--- src/rtl/pkt_pkg.sv ---
`default_nettype none
// +----------------------------------------------------------------------+
// | pkt_pkg : packet header field positions and arbiter state encoding   |
// | Rev 1.0                                                              |
// +----------------------------------------------------------------------+
package pkt_pkg;

   localparam int PKT_W   = 128;

   // Header field positions; they assume the default 128-bit packet width.
   localparam int SYNC_HI = 127;
   localparam int SYNC_LO = 123;
   localparam int SGL_BIT = 122;
   localparam int MID_HI  = 121;
   localparam int MID_LO  = 118;
   localparam int CMD_BIT = 115;

   localparam int SYNC_W  = SYNC_HI - SYNC_LO + 1;
   localparam logic [SYNC_W-1:0] SYNC_PATTERN = '1;

   typedef enum logic [0:0] {
      ST_IDLE = 1'b0,
      ST_HOLD = 1'b1
   } arb_state_e;

   function automatic logic pkt_sync_ok(input logic [SYNC_W-1:0] sync);
      return sync == SYNC_PATTERN;
   endfunction

endpackage
`default_nettype wire

--- src/rtl/rr_pick.sv ---
`default_nettype none
// +----------------------------------------------------------------------+
// | rr_pick : round-robin winner search from a start pointer, wrapping   |
// | Rev 1.0                                                              |
// +----------------------------------------------------------------------+
module rr_pick #(
   parameter int N     = 4,
   parameter int IDX_W = $clog2(N)
) (
   input  logic [N-1:0]     req,
   input  logic [IDX_W-1:0] start,
   output logic [N-1:0]     grant,
   output logic [IDX_W-1:0] idx
);

   logic             found;
   logic [IDX_W-1:0] pos;

   // Walk start, start+1, ... modulo N; the first asserted request wins.
   always_comb begin
      grant = '0;
      idx   = '0;
      found = 1'b0;
      pos   = '0;
      for (int k = 0; k < N; k++) begin
         pos = IDX_W'((int'(start) + k) % N);
         if (!found && req[pos]) begin
            found      = 1'b1;
            grant[pos] = 1'b1;
            idx        = pos;
         end
      end
   end

endmodule
`default_nettype wire

--- src/rtl/pkt_arbiter.sv ---
`default_nettype none
// +----------------------------------------------------------------------+
// | pkt_arbiter : round-robin packet arbiter with one-entry output reg,  |
// | malformed-packet drop counter. CMD_PRIORITY_EN: is_cmd class first.   |
// | Rev 1.0                                                              |
// +----------------------------------------------------------------------+
module pkt_arbiter #(
   parameter int N_SRC = 4,
   parameter int PKT_W = pkt_pkg::PKT_W
) (
   input  logic                       sys_clk,
   input  logic                       sys_rst_mask,
   input  logic [N_SRC-1:0]           src_valid,
   input  logic [N_SRC*PKT_W-1:0]     src_data,
   output logic [N_SRC-1:0]           src_ready,
   output logic                       out_valid,
   output logic [PKT_W-1:0]           out_data,
   output logic [$clog2(N_SRC)-1:0]   out_src,
   input  logic                       out_ready,
   output logic [15:0]                err_cnt
);
   import pkt_pkg::*;

   localparam int IDX_W = $clog2(N_SRC);
   localparam logic [IDX_W-1:0] LAST_IDX = IDX_W'(N_SRC - 1);

   arb_state_e       state_q, state_d;
   logic [IDX_W-1:0] rr_ptr_q, rr_ptr_d;
   logic [PKT_W-1:0] out_data_q, out_data_d;
   logic [IDX_W-1:0] out_src_q, out_src_d;
   logic [15:0]      err_cnt_q, err_cnt_d;

   logic [N_SRC-1:0] all_grant;
   logic [IDX_W-1:0] all_idx;
   logic [N_SRC-1:0] win_grant;
   logic [IDX_W-1:0] win_idx;
   logic [PKT_W-1:0] win_data;
   logic [N_SRC-1:0] grant_vec;
   logic             can_load;

   rr_pick #(.N(N_SRC), .IDX_W(IDX_W)) u_pick_all (
      .req   (src_valid),
      .start (rr_ptr_q),
      .grant (all_grant),
      .idx   (all_idx)
   );

`ifdef CMD_PRIORITY_EN
   logic [N_SRC-1:0] cmd_req;
   logic [N_SRC-1:0] cmd_grant;
   logic [IDX_W-1:0] cmd_idx;

   for (genvar i = 0; i < N_SRC; i++) begin : g_cmd_req
      assign cmd_req[i] = src_valid[i] & src_data[i*PKT_W + CMD_BIT];
   end

   // Same shared pointer for both classes; the command class wins if non-empty.
   rr_pick #(.N(N_SRC), .IDX_W(IDX_W)) u_pick_cmd (
      .req   (cmd_req),
      .start (rr_ptr_q),
      .grant (cmd_grant),
      .idx   (cmd_idx)
   );

   assign win_grant = (|cmd_req) ? cmd_grant : all_grant;
   assign win_idx   = (|cmd_req) ? cmd_idx   : all_idx;
`else
   assign win_grant = all_grant;
   assign win_idx   = all_idx;
`endif

   always_comb begin
      win_data = '0;
      for (int i = 0; i < N_SRC; i++) begin
         if (win_idx == IDX_W'(i)) begin
            win_data = src_data[i*PKT_W +: PKT_W];
         end
      end
   end

   always_comb begin
      state_d    = state_q;
      rr_ptr_d   = rr_ptr_q;
      out_data_d = out_data_q;
      out_src_d  = out_src_q;
      err_cnt_d  = err_cnt_q;
      grant_vec  = '0;
      can_load   = (state_q == ST_IDLE) || out_ready;
      if (can_load) begin
         // A held packet leaves this cycle; a fresh winner may replace it.
         state_d = ST_IDLE;
         if (|src_valid) begin
            grant_vec = win_grant;
            rr_ptr_d  = (win_idx == LAST_IDX) ? '0 : win_idx + 1'b1;
            if (pkt_sync_ok(win_data[SYNC_HI:SYNC_LO])) begin
               state_d    = ST_HOLD;
               out_data_d = win_data;
               out_src_d  = win_idx;
            end else if (err_cnt_q != 16'hFFFF) begin
               err_cnt_d = err_cnt_q + 16'd1;
            end
         end
      end
   end

   always_ff @(posedge sys_clk or negedge sys_rst_mask) begin
      if (!sys_rst_mask) begin
         state_q    <= ST_IDLE;
         rr_ptr_q   <= '0;
         out_data_q <= '0;
         out_src_q  <= '0;
         err_cnt_q  <= '0;
      end else begin
         state_q    <= state_d;
         rr_ptr_q   <= rr_ptr_d;
         out_data_q <= out_data_d;
         out_src_q  <= out_src_d;
         err_cnt_q  <= err_cnt_d;
      end
   end

   // Accept strobe is combinational so a source sees its grant in the request cycle.
   assign src_ready = grant_vec & {N_SRC{sys_rst_mask}};
   assign out_valid = (state_q == ST_HOLD);
   assign out_data  = out_data_q;
   assign out_src   = out_src_q;
   assign err_cnt   = err_cnt_q;

endmodule
`default_nettype wire
--- config.mk ---
export PLATFORM = sky130hd
export DESIGN_NAME = pkt_arbiter
export DESIGN_NICKNAME = d
export VERILOG_FILES = /design/src/rtl/pkt_pkg.sv /design/src/rtl/rr_pick.sv /design/src/rtl/pkt_arbiter.sv
export SDC_FILE = /design/constraint.sdc
export NUM_CORES = 1
export LEC_CHECK = 0
export BUFFER_PORTS_ARGS = -buffer_cell sky130_fd_sc_hd__buf_2
export CORE_AREA = 10 10 255 257
export DETAILED_ROUTE_END_ITERATION = 10
export DIE_AREA = 0 0 265 267
export HOLD_SLACK_MARGIN = 0.06
export PLACE_DENSITY = 0.4
export SLEW_MARGIN = 40
export SYNTH_ARGS = -nofsm -noshare
export SYNTH_HDL_FRONTEND = slang
export SYNTH_SLANG_ARGS = --single-unit
--- constraint.sdc ---
create_clock -name sys_clk -period 3.9 [get_ports sys_clk]
set_clock_uncertainty 0.2 [all_clocks]
set_input_delay 0.195 -clock sys_clk [delete_from_list [all_inputs] [get_ports sys_clk]]
set_output_delay 0.195 -clock sys_clk [all_outputs]
set_load 0.03 [all_outputs]
## After elaboration in Yosys (flattened, before gate mapping)

Cells that the tools add are included.

| cells by class | value |
|---|---|
| $add $sub $neg | 5 |
| $mul | 0 |
| div/mod/pow operators | 0 |
| $lt $le $gt $ge | 8 |
| equality and inequality tests | 5 |
| shift-type cells | 0 |
| muxes and demuxes | 36 |
| bitwise gates (word level) | 6 |
| reduce and logical (&&, ||, !) cells | 16 |

Operators by type and width:

| operator | count |
|---|---|
| 128-bit 2-to-1 mux | 4 |
| 4-bit 2-to-1 mux | 6 |
| 16-bit by 1-bit adder with 16-bit output, second input constant | 1 |
| 16-bit != test, second input constant | 1 |
| 1-bit 2-to-1 mux | 13 |
| 2-bit by 3-bit less-than comparator with 1-bit output, second input constant | 4 |
| 4-bit bitwise OR | 3 |
| 2-bit 2-to-1 mux | 5 |
| 1-bit binary-select mux with 2-bit select | 4 |
| 1-bit demux with 2-bit select | 4 |
| 2-bit by 1-bit greater-or-equal comparator with 1-bit output, second input constant | 4 |
| 1-bit logical AND | 7 |
| 5-bit equality test, second input constant | 1 |
| 2-bit by 1-bit adder with 2-bit output, second input constant | 2 |
| 2-bit adder, second input constant | 2 |
| 4-bit bitwise AND | 1 |
| 2-bit equality test, second input constant | 2 |
| 4-bit AND reduction | 1 |
| 4-bit OR reduction | 1 |
| 1-bit zero test | 3 |
| 3-bit AND reduction | 1 |
| 2-bit by 1-bit equality test with 1-bit output, second input constant | 1 |
| 2-bit zero test | 1 |
| 1-bit inverter | 2 |
| 2 further kinds | 2 |

| word-level totals | value |
|---|---|
| flip-flop bits (word level) | 149 |
| latch bits | 0 |
| RAM bits | 0 |
| memory bits (read-only) | 0 |
| bits of input ports | 519 |
| output and inout bits | 151 |
| logic and storage cells | 81 |
| memories | 0 |

## Longest topological paths before layout

| depth | value |
|---|---|
| word-level depth | 20 |
| depth in mapped cells | 19 |
| mapped depth without buffers | 13 |

## Cells and area by module

A second synthesis with hierarchy kept.

| second synthesis, totals | value |
|---|---|
| cells, all modules | 1155 |
| area total of the unflattened synthesis | 9536.6 µm² |

By module, submodules not included:

| module | instances | cells an instance | area each (µm²) | seq. area each (µm²) |
|---|---|---|---|---|
| pkt_arbiter | 1 | 1107 | 9132.5 | 3728.6 |
| rr_pick | 1 | 48 | 404.1 | 0.0 |

## Worst setup path after synthesis

No wires, ideal clock.

| path | value |
|---|---|
| path type | flip-flop to flip-flop |
| from | register rr_ptr_q[0] |
| to | register out_data_q[0], in the netlist out_data[0] |
| library setup time | 0.125 ns |
| data arrival time | 3.844 ns |
| data required time | 3.575 ns |
| setup slack | -0.269 ns |
| cell stages (with the launch flop) | 19 |
| buffers on the path | 6 |
| period minus slack after synthesis | 4.169 ns |
| path through | dfrtp_1 > clkbuf_1 > buf_2 > inv_1 > ha_1 > clkbuf_1 > nor3_1 > o21ai_0 > nand2_1 > a2bb2oi_1 > ha_1 > buf_2 > nand4_1 > o21ai_1 > a31oi_2 > nor2_2 > buf_6 > buf_6 > mux2_4 |

| between the ends | value |
|---|---|
| longest elaborated chain between the ends | 19 |
| elaborated cells on any way between the ends | 34 |
| those cells by class | 3 x add/sub; 4 x eq/ne; 19 x mux; 8 x reduce/logical |

RTL lines:

| item | RTL line | text |
|---|---|---|
| from (decl) | pkt_arbiter.sv:28 | `logic [IDX_W-1:0] rr_ptr_q, rr_ptr_d;` |
| from (signal assigned) | pkt_arbiter.sv:115 | `rr_ptr_q <= rr_ptr_d;` |
| branches (longest 11 deep; another with 2-bit by 1-bit adder with 2-bit output) | n/a |  |
| 2-bit 2-to-1 mux (*) | rr_pick.sv:27 | `if (!found && req[pos]) begin` |
| net all_idx[0] | pkt_arbiter.sv:34 | `logic [IDX_W-1:0] all_idx;` |
| 2-bit zero test | pkt_arbiter.sv:75 | `if (win_idx == IDX_W'(i)) begin` |
| 128-bit 2-to-1 mux (3 in series) | pkt_arbiter.sv:75 |  |
| 128-bit 2-to-1 mux (*) | pkt_arbiter.sv:75 |  |
| 5-bit equality test | pkt_pkg.sv:27 | `return sync == SYNC_PATTERN;` |
| 3-bit AND reduction (no source line) | n/a |  |
| to (signal assigned) | pkt_arbiter.sv:116 | `out_data_q <= out_data_d;` |
| to (decl) | pkt_arbiter.sv:29 | `logic [PKT_W-1:0] out_data_q, out_data_d;` |

Mark *: on every way through the listed nets, which the timed path passes. The select of a mux whose other input is x is not followed.
A chain may end at the register's enable or synchronous reset.

## Worst setup path in the final report

| path | value |
|---|---|
| from | register rr_ptr_q[0] |
| to | register out_data_q[37], in the netlist out_data[37] |

| between the ends | value |
|---|---|
| longest elaborated chain between the ends | 19 |
| elaborated cells on any way between the ends | 34 |
| those cells by class | 3 x add/sub; 4 x eq/ne; 19 x mux; 8 x reduce/logical |

RTL lines:

| item | RTL line |
|---|---|
| branches (longest 11 deep; another with 2-bit by 1-bit adder with 2-bit output) | n/a |
| 2-bit 2-to-1 mux (*) | rr_pick.sv:27 |
| 2-bit zero test | pkt_arbiter.sv:75 |
| 128-bit 2-to-1 mux (3 in series) | pkt_arbiter.sv:75 |
| 128-bit 2-to-1 mux (*) | pkt_arbiter.sv:75 |
| 5-bit equality test | pkt_pkg.sv:27 |
| 3-bit AND reduction (no source line) | n/a |

Mark *: on every way between the ends. The select of a mux whose other input is x is not followed.

==> metrics.md <==
| Metric | Value |
|---|---|
| Remaining DRCs | 0 |
| Sw Pwr | 0.00684 W |
| CTS root buf | clkbuf_16 |
| Met1 Wirelength | 20300 um |
| Share of cells above drive strength 1 | 43.7% |
| WL final | 54100 um |
| RSZ-0062 raised after global routing | no |
| Crit path arrival time | 3.75 ns |
| Post-route clock period utilization | 92.5% |
| Drt pass-1 iters | 5 |
| I/O pin count | 670 |
| Max transition margin | 52.1% |
| Compound-Gate Fraction of Synth Area | 21.9% |
| F_max | 0.277 GHz |
| Internal | 0.00729 W |
| Cell count after synthesis | 1022 |
| Initial Util | 16.9% |
| VDD IR-drop max | 0.595 mV |
| Net Count, Synth | 1554 |
| Post-Synth XOR/XNOR Area | 1.30% |
| Layout Cells excl Fill | 2808 |
| Met3 routed WL | 3920 um |
| Switching share of total power | 48.4% |
| Clk_lat worst skew | 0.47 ns |
| Power per standard cell area | 749 nW/um^2 |
| Post-layout nets | 2539 |
| Adder-Cell Fraction of Synth Area | 1.61% |
| Ys async rst share | 100% |
| Static leakage | 8.80 nW |
| Synth warnings | 0 |
| CTS buffer count | 17 |
| Final Hold Fails | 0 |
| Total grt overflow | 0 |
| Cell accounting for the most synthesized area | dfrtp_1 |
| Die ar. | 70800 um^2 |
| Top sig layer | met5 |
| Reg power frac | 16.9% |
| Design area | 18900 um^2 |
| Vias per Instance | 4.45 |
| Clk sinks | 149 |
| GPL Wtd Cong | 0.838 |
| GR Util All Layers | 14.5% |
| Tmin final | 3.61 ns |
| Worst-path clk slew | 0.06 ns |
| Largest family of logic cells by synthesized area | compound AO/OA/AOI/OAI gates |
| Placed cell count | 2410 |
| Average wire per standard cell | 19.3 um |
| Total power | 0.0141 W |
| Post-synth top area share | 36.8% |
| 1st-iter DRT viols | 706 |
| Clock Path Buffers | 2 |
| Die Y-Extent | 267 um |
| Input/output buffers | 669 |
| # Max-Cap Violations | 0 |
| Chip width | 265 um |
| Final setup vio count | 0 |
| Ranking of synthesized cells by area | dfrtp_1, a221oi_1, o31ai_1 |
| Setup tns final | 0 ns |
| Clock power frac | 13.8% |
| P&R area growth vs syn | 86.2% |
| Worst setup EP type | flip-flop |
| WL met2 | 27600 um |
| HPWL after DPL | 40400 um |
| CORE AREA | 59900 um^2 |
| Rows | 90 |
| Initial antenna violation count | 8 |
| Post-synth top flop | dfrtp_1 |
| Number of distinct library cells after synthesis | 40 |
| Synthesized area | 10100 um^2 |
| Final Slew Violations | 0 |
| Sequential area share after synthesis | 36.8% |
| Final core occ | 31.5% |
| Outcome | finished, final reports clean |
| CP startpoint kind | flip-flop |
| Slew @ Worst Pin | 0.716 ns |
| Post-DP Area | 14500 um^2 |
| Req. time, crit path | 4.04 ns |
| Post-route ant nets | 0 |
| CTS tree | built |
| Mux cell area share after synthesis | 17.0% |
| Vias in the first global route | 13409 |
| CP Class | flip-flop to flip-flop |
| Post-Synth Simple-Gate Area | 16.6% |
| Syn Area/Cell | 9.91 um^2 |
| Largest net degree at the start of global routing | 139 |
| Vias after detailed routing | 12483 |
| First-pass GRT wire length | 79400 um |
| Register bit total from synthesis | 149 |
| Hold Path Class | input port to flip-flop |
| EDFF count, synth | 0 |
| Maximum level of the CTS H-tree | 4 |
| CP Max Fanout | 29 |
| Logic gate share of total power | 69.4% |
[synthesized netlist by cell type, types with 6 or more instances]
| cell type | number |
|---|---|
| mux2_2 | 65 |
| inv_1 | 6 |
| a21oi_1 | 6 |
| clkbuf_1 | 79 |
| o31ai_1 | 124 |
| buf_1 | 6 |
| nor3_1 | 7 |
| a221oi_1 | 123 |
| buf_6 | 7 |
| xnor2_1 | 15 |
| buf_2 | 13 |
| ha_1 | 13 |
| nor2_1 | 9 |
| nand3_1 | 13 |
| o21ai_0 | 10 |
| nand4_1 | 11 |
| nand2_1 | 136 |
| dfrtp_1 | 149 |
| nand2b_1 | 9 |
| mux2_4 | 60 |
| nor2b_1 | 126 |
[per-stage QoR]
| stage | hold WS [ns] | setup slack (ns) |
|---|---|---|
| after floorplan | -0.301 | 0.0505 |
| after global placement | -0.172 | 0.190 |
| after detailed placement | -0.175 | 0.135 |
| after CTS | 0.0604 | 0.122 |
| after global routing | 0.0621 | 0.00909 |
| final | 0.0875 | 0.294 |
[layout make-up]
cell class	instances	area, um^2
fill	6204	41000
timing repair buffer	1071	7440
multi-input combinational	762	6000
sequential	149	3730
tap	782	978
clock buffer	21	450
clock inverter	11	220
inverter	6	22.5
antenna	6	15.0
[power groups by stage]
| stage | logic [W] | clock network [W] | registers (W) |
|---|---|---|---|
| floorplan | 0.00540 | 0 | 0.00333 |
| global placement | 0.00953 | 0 | 0.00242 |
| detailed placement | 0.00955 | 0 | 0.00240 |
| CTS | 0.00986 | 0.00202 | 0.00239 |
| global route | 0.0106 | 0.00209 | 0.00246 |
| finish | 0.00980 | 0.00194 | 0.00239 |
[worst max-delay path: stages, from the launching register on]
cell	delay [ns]
dfrtp_1	0.34
buf_4	0.25
mux4_2	0.60
a21oi_1	0.20
a211oi_2	0.06
buf_4	0.17
ha_4	0.20
nand3b_1	0.16
o21ai_1	0.15
a31oi_2	0.16
nor2_4	0.20
buf_12	0.23
buf_4	0.20
mux2_2	0.34
[logic make-up (layout without fill, tap and decap cells)]
group / count (synthesis) / in the layout
mux: 130 / 130
simple gates: 327 / 327
xor+xnor: 15 / 15
fa+ha+maj: 13 / 13
buf+inv: 111 / 1109
compound gates: 277 / 277
flops: 149 / 149
other cells: 0 / 6
[placed cells by master (no fill, tap or decap), types with 9 or more instances in the layout]
cell type      count
mux2_2            65
nand4_1           11
nand3_1           13
a221oi_1         121
mux2_4            60
o21ai_0           10
dfrtp_1          149
dlygate4sd3_1    358
clkbuf_16         17
ha_1              10
nand2_1          136
buf_4             30
nand2b_1           9
buf_12            12
nor2_1             9
buf_2            668
o31ai_1          124
nor2b_1          125
xnor2_1           15
[what timing repair did]
item / CTS / global route
endpoints found under the hold margin: 273 / 0
resized for setup: 0 / 3
hold buffers: 358 / 0
buffers inserted: 0 / 1
setup endpoints to repair: 0 / 56
[layer usage]
layer / global-route usage (%) / vias to the layer above
li1: - / 5838
met1: 15.4 / 5945
met2: 25.4 / 577
met3: 4.43 / 121
met4: 7.69 / 2
met5: 0 / -
[sequential cells by signal, indices dropped and copies added, names as in the netlist]
name / cells
err_cnt: 16
out_data: 128
out_src: 2
out_valid: 1
rr_ptr_q: 2
[worst paths after layout]
kind,startpoint,end,slack [ns],depth (start not counted)
min in group asynchronous,sys_rst_mask,out_src[0],0.13,3
max in group asynchronous,sys_rst_mask,err_cnt[5],2.51,3
worst max register to register,rr_ptr_q[0],out_data[37],0.29,13
worst max-delay path,rr_ptr_q[0],out_data[37],0.29,13
worst min-delay path,src_data[108],out_data[108],0.09,4
worst min register to register,out_data[127],out_data[127],0.26,1
Power figures use the tool's default switching activity.
